===== src/rtl/de_md_reg.sv =====
// D/E pipeline register with multiply/divide structural stall, bubble insertion and Req flush.
// Optional build macro MD_STALL_STATS_EN adds a saturating md_stall edge counter (md_stall_cnt).
module de_md_reg #(
    parameter logic [31:0] RESET_PC = 32'h0000_3000,
    parameter logic [31:0] EXC_PC   = 32'h0000_4180,
    parameter int          MD_OP_W  = 3
) (
    input  logic               clk,
    input  logic               reset,
    input  logic               Req,
    input  logic [31:0]        D_PC,
    input  logic [31:0]        D_Instr,
    input  logic [31:0]        D_RS_val,
    input  logic [31:0]        D_RT_val,
    input  logic [4:0]         D_ExcCode,
    input  logic               D_BD,
    input  logic [MD_OP_W-1:0] D_MDOp,
    input  logic               D_MDStart,
    input  logic               D_MDWrite,
    input  logic               D_MDRead,
    input  logic               D_MDsel,
    input  logic               stall_in,
    input  logic               E_Busy,
    output logic               D_stall,
    output logic [31:0]        E_PC,
    output logic [31:0]        E_Instr,
    output logic [31:0]        E_RS_val,
    output logic [31:0]        E_RT_val,
    output logic [4:0]         E_ExcCode,
    output logic               E_BD,
    output logic [MD_OP_W-1:0] E_MDOp,
    output logic               E_Start,
    output logic               E_MDWrite,
    output logic               E_MDsel,
`ifdef MD_STALL_STATS_EN
    output logic [31:0]        md_stall_cnt,
`endif
    output logic               E_valid
);

    logic md_use;
    logic md_stall;

    // A registered Start counts as busy: the unit only raises Busy the cycle after it sees Start.
    assign md_use   = D_MDStart | D_MDWrite | D_MDRead;
    assign md_stall = md_use & (E_Start | E_Busy);
    assign D_stall  = stall_in | md_stall;

    always_ff @(posedge clk or posedge reset) begin
        if (reset) begin
            E_PC      <= RESET_PC;
            E_BD      <= 1'b0;
            E_Instr   <= '0;
            E_RS_val  <= '0;
            E_RT_val  <= '0;
            E_ExcCode <= '0;
            E_MDOp    <= '0;
            E_Start   <= 1'b0;
            E_MDWrite <= 1'b0;
            E_MDsel   <= 1'b0;
            E_valid   <= 1'b0;
        end else if (Req) begin
            E_PC      <= EXC_PC;
            E_BD      <= 1'b0;
            E_Instr   <= '0;
            E_RS_val  <= '0;
            E_RT_val  <= '0;
            E_ExcCode <= '0;
            E_MDOp    <= '0;
            E_Start   <= 1'b0;
            E_MDWrite <= 1'b0;
            E_MDsel   <= 1'b0;
            E_valid   <= 1'b0;
        end else if (D_stall) begin
            // Bubble keeps PC/BD so an exception taken on it still reports the right EPC.
            E_PC      <= D_PC;
            E_BD      <= D_BD;
            E_Instr   <= '0;
            E_RS_val  <= '0;
            E_RT_val  <= '0;
            E_ExcCode <= '0;
            E_MDOp    <= '0;
            E_Start   <= 1'b0;
            E_MDWrite <= 1'b0;
            E_MDsel   <= 1'b0;
            E_valid   <= 1'b0;
        end else begin
            E_PC      <= D_PC;
            E_BD      <= D_BD;
            E_Instr   <= D_Instr;
            E_RS_val  <= D_RS_val;
            E_RT_val  <= D_RT_val;
            E_ExcCode <= D_ExcCode;
            E_MDOp    <= D_MDOp;
            E_Start   <= D_MDStart;
            E_MDWrite <= D_MDWrite;
            E_MDsel   <= D_MDsel;
            E_valid   <= 1'b1;
        end
    end

`ifdef MD_STALL_STATS_EN
    always_ff @(posedge clk or posedge reset) begin
        if (reset) begin
            md_stall_cnt <= '0;
        end else if (md_stall && !Req && (md_stall_cnt != 32'hFFFF_FFFF)) begin
            md_stall_cnt <= md_stall_cnt + 32'd1;
        end
    end
`endif

endmodule


===== config.mk =====
export PLATFORM = sky130hd
export DESIGN_NAME = de_md_reg
export DESIGN_NICKNAME = d
export VERILOG_FILES = /design/src/rtl/de_md_reg.sv
export SDC_FILE = /design/constraint.sdc
export NUM_CORES = 1
export LEC_CHECK = 0
export ABC_AREA = 0
export BUFFER_PORTS_ARGS = -buffer_cell sky130_fd_sc_hd__buf_2
export CORE_AREA = 3 3 110 112
export CTS_CLUSTER_DIAMETER = 60
export DETAILED_ROUTE_END_ITERATION = 16
export DIE_AREA = 0 0 113 115
export PLACE_DENSITY = 0.8
export SYNTH_ARGS = -nofsm -noshare
export SYNTH_HDL_FRONTEND = slang
export SYNTH_SLANG_ARGS = --single-unit

===== constraint.sdc =====
create_clock -name clk -period 9 [get_ports clk]
set_input_delay 0.45 -clock clk [delete_from_list [all_inputs] [get_ports clk]]
set_output_delay 0.45 -clock clk [all_outputs]
set_load 0.005 [all_outputs]

* Word level (Yosys, flattened, before mapping) *
Cells that the tools add are included.

cells by class
  multiply operators = 0
  muxes and demuxes = 20
  bitwise gates (word level) = 5
  reductions and logical operators = 0
  $add $sub $neg = 0
  shift operators = 0
  divide/modulo/power cells = 0
  magnitude comparators = 0
  equality and inequality tests = 0

operators with widths
  operator            number
  two-way mux 32 bit  7
  two-way mux 5 bit   2
  two-way mux 1 bit   9
  two-way mux 3 bit   2
  OR 1 bit            4
  bitwise AND 1 bit   1

word-level totals
  register bits = 141
  bits in read-only memories = 0
  memories kept = 0
  bits in latches = 0
  memory bits (writable) = 0
  output and inout bits = 142
  logic and storage cells = 36

* Depth between registers and ports, before layout *
  depth in word-level cells = 6
  depth in mapped cells = 5

* Least setup slack after synthesis *
OpenSTA, ideal clock, no wires.

  path kind = input-to-output
  from = input D_MDRead
  to = output D_stall
  setup slack = 7.236 ns
  buffers on the path = 2
  stages = 4
  data arrival time = 1.314 ns
  data required time = 8.550 ns
  path through = o32a_1 buf_6 buf_6 or2_2

on the way
  cells in the longest elaborated chain, start to end = 3

ends and longest elaborated chain
  item                line  source
  start: declaration  20    input logic D_MDRead,
  OR 1 bit            45    assign md_use = D_MDStart | D_MDWrite | D_MDRead;
  bitwise AND 1 bit   46    assign md_stall = md_use & (E_Start | E_Busy);
  OR 1 bit            47    assign D_stall = stall_in | md_stall;
  end: declaration    24    output logic D_stall,

No other way between the ends.

* Worst setup path after layout *
  from = register E_Start
  to = output D_stall

on the way
  cells in the longest elaborated chain, start to end = 3

ends and longest elaborated chain
  item                      line  source
  start: declaration        32    output logic E_Start,
  start signal: assignment  95    E_Start <= D_MDStart;
  OR 1 bit                  46
  bitwise AND 1 bit         46
  OR 1 bit                  47

No other way between the ends.

==> impl_metrics.tcl <==
set metrics [dict create \
    nFillCells 882 \
    period_needed_ns 3.09 \
    critPathMaxFanout 59 \
    grt_setup_unrepaired "false" \
    grtUsageMet2_pct 33.9 \
    p_leak_nw 3.74 \
    die_w_um 113 \
    syn_area_per_cell_sq_um 15.2 \
    vias 3811 \
    die_h_um 115 \
    worstMarginPinSlew_ns 1.02 \
    crit_family "compound AO/OA/AOI/OAI gates" \
    clock.fmax_ghz 0.323 \
    met1_usage_pct 23.7 \
    clockBufferDepth 2 \
    critPathKind "reg2out" \
    placed_cells 719 \
    final_cells 751 \
    cpMaxStageDelayCell "o32a_2" \
    cts_tree "built" \
    clkTransAtPathRegs_ns 0.06 \
    wire_per_inst_um 17.8 \
    mostFrequentLayoutCells "buf_2 (285), dfrtp_1 (139), nor4b_1 (98), nor2b_1 (30), clkbuf_16 (17)" \
    grt-busiest-layer "met2" \
    cts_buffers 17 \
    ant_nets 0 \
    vias_per_cell 5.07 \
    yosysSeqAreaShare_pct 71.3 \
    hold_viol_final 0 \
    fin_skew_ns 0.00629 \
    drt_iter0_markers 277 \
    use_met3_pct 8.68 \
    final_nets 741 \
    status "finished, final reports clean" \
    arrival_ns 2.64 \
    drc 0 \
    post_synth_num_cell_types 14 \
    io-pin-count 288 \
    synth_fp_nets 471 \
    antenna_found_initial 0 \
    postCtsHoldBufs 0 \
    crit_chain "o32a_2 > buf_4 > or2_2 > buf_2" \
    period_share_pct 34.4 \
    clk-insertion-delay-late_ns 0.41 \
    root_buffer "clkbuf_16" \
    cap_violations 0 \
    drive_gt1_share_pct 55.8 \
    grt.total_usage_pct 20.5 \
    initial_core_util_pct 43.7 \
    antennaDiodeCount 0 \
    vdd_drop_max_mv 0.127 \
    areaGrowthSynthToFinish_pct 43.0 \
    cts.repair.resized 0 \
    final_common_cell "buf_2" \
    core_area_sq_um 11300 \
    hold_class "in2async" \
    place_hpwl_mm 9.08 \
    gr-total-overflow 0 \
    rows 39 \
    port-buffer-count 287 \
    tns_ns 0 \
    setup_viol 0 \
    p_per_area_nw_per_um2 219 \
    grt_max_degree 83 \
    grt_pass1_wl_mm 20.5 \
    relSlewSlack_pct 32.0 \
    first_pass_iters 4 \
    synthCells 325 \
    cp.required_ns 8.55 \
    synth-seq-cells 141 \
    endpoint_kind "primary output" \
    place_congestion 0.741 \
    first_global_vias 3979 \
    setup.worst_path.start_class "flip-flop" \
    ys_warn_count 0 \
    cts_sinks 141 \
    syn_area_sq_um 4950 \
    dieArea_sq_um 13000 \
    htreeDepth 4 \
    post_cts_buffers 0 \
    drv_slew 0 \
    wirelength_mm 13.4 \
    crit_buf_inv 2 \
    critPathMaxStageDelay_ns 0.82 \
]
-- cell usage after synthesis, drive strengths merged --
| cell | instances | area share (%) |
|---|---|---|
| dfrtp | 139 | 70 |
| nor4b | 107 | 20 |
| nor2b | 30 | 3.8 |
| buf | 21 | 2.3 |
| clkbuf | 19 | 1.4 |
| or2 | 4 | 0.51 |
| dfstp | 2 | 1.1 |
| inv | 1 | 0.076 |
| nor3 | 1 | 0.10 |
| o32a | 1 | 0.20 |
-- area by class of cell --
type | instances | area [sq um] | share of cell area (%)
multi-input cells | 143 | 1230 | 17.4
clock buffers | 21 | 470 | 6.65
inverters | 1 | 8.76 | 0.124
flip-flops and latches | 141 | 3530 | 49.9
repair buffers | 291 | 1470 | 20.8
clock inverters | 11 | 188 | 2.65
well taps | 143 | 179 | 2.53
-- worst reg2reg max path, delay by kind of cell (launching register included) --
kind,cells,cell delay (ns)
AND/OR/NAND/NOR,1,0.17
buffers and inverters,1,0.71
AO/OA/AOI/OAI,1,0.82
flip-flops,1,0.35
-- metrics by stage --
stage               total power, mW  setup WS [ns]  utilization, %  area, sq um  hold WS [ns]
floorplan                     0.736           4.77               -         4950         0.559
global placement              0.794           6.18            56.7         6420         0.533
detailed placement            0.798           6.15            56.7         6420         0.544
CTS                            1.57           5.92            62.5         7080         0.102
global route                   1.61           5.71            62.5         7080         0.121
finish                         1.55           5.91            62.5         7080        0.0850
-- per-layer routing --
metal  up-vias  wire length, um
met5         -                0
met4         0              284
met3        26             1420
met2       217             6900
met1      1861             4770
li1       1707                -
-- kinds of logic (layout without fill, tap and decap cells) --
logic type / after synthesis / after routing / share of synthesized area [%]
simple gates: 142 / 142 / 24.6
flops: 141 / 141 / 71.3
buf+inv: 41 / 324 / 3.87
compound gates: 1 / 1 / 0.202
-- flip-flops by register name (all words and copies together), names as in the netlist --
signal,cells
E_ExcCode,5
E_RS_val,32
E_BD,1
E_PC,32
E_MDOp,3
E_Instr,32
E_MDWrite,1
E_valid,1
E_RT_val,32
E_Start,1
E_MDsel,1
-- path summary, 6_finish.rpt --
check                      slack (ns)  depth (start not counted)     from      endpoint
min in group clk                 0.24                          2  D_PC[8]       E_PC[8]
hold / removal                   0.09                          2    reset  E_RT_val[20]
setup / recovery                 5.91                          4  E_Start       D_stall
max in group asynchronous        7.47                          3    reset   E_Instr[30]
hold reg to reg                  1.31                          2  E_Start     E_MDWrite
setup reg to reg                 6.80                          3  E_Start   E_Instr[18]
-- where the power goes --
group | switching [mW] | total, mW | internal [mW]
combinational | 0.0678 | 0.123 | 0.0556
sequential | 0.00576 | 0.662 | 0.656
clock | 0.251 | 0.763 | 0.512
total | 0.324 | 1.55 | 1.22
(Power assumes the default switching activity.)
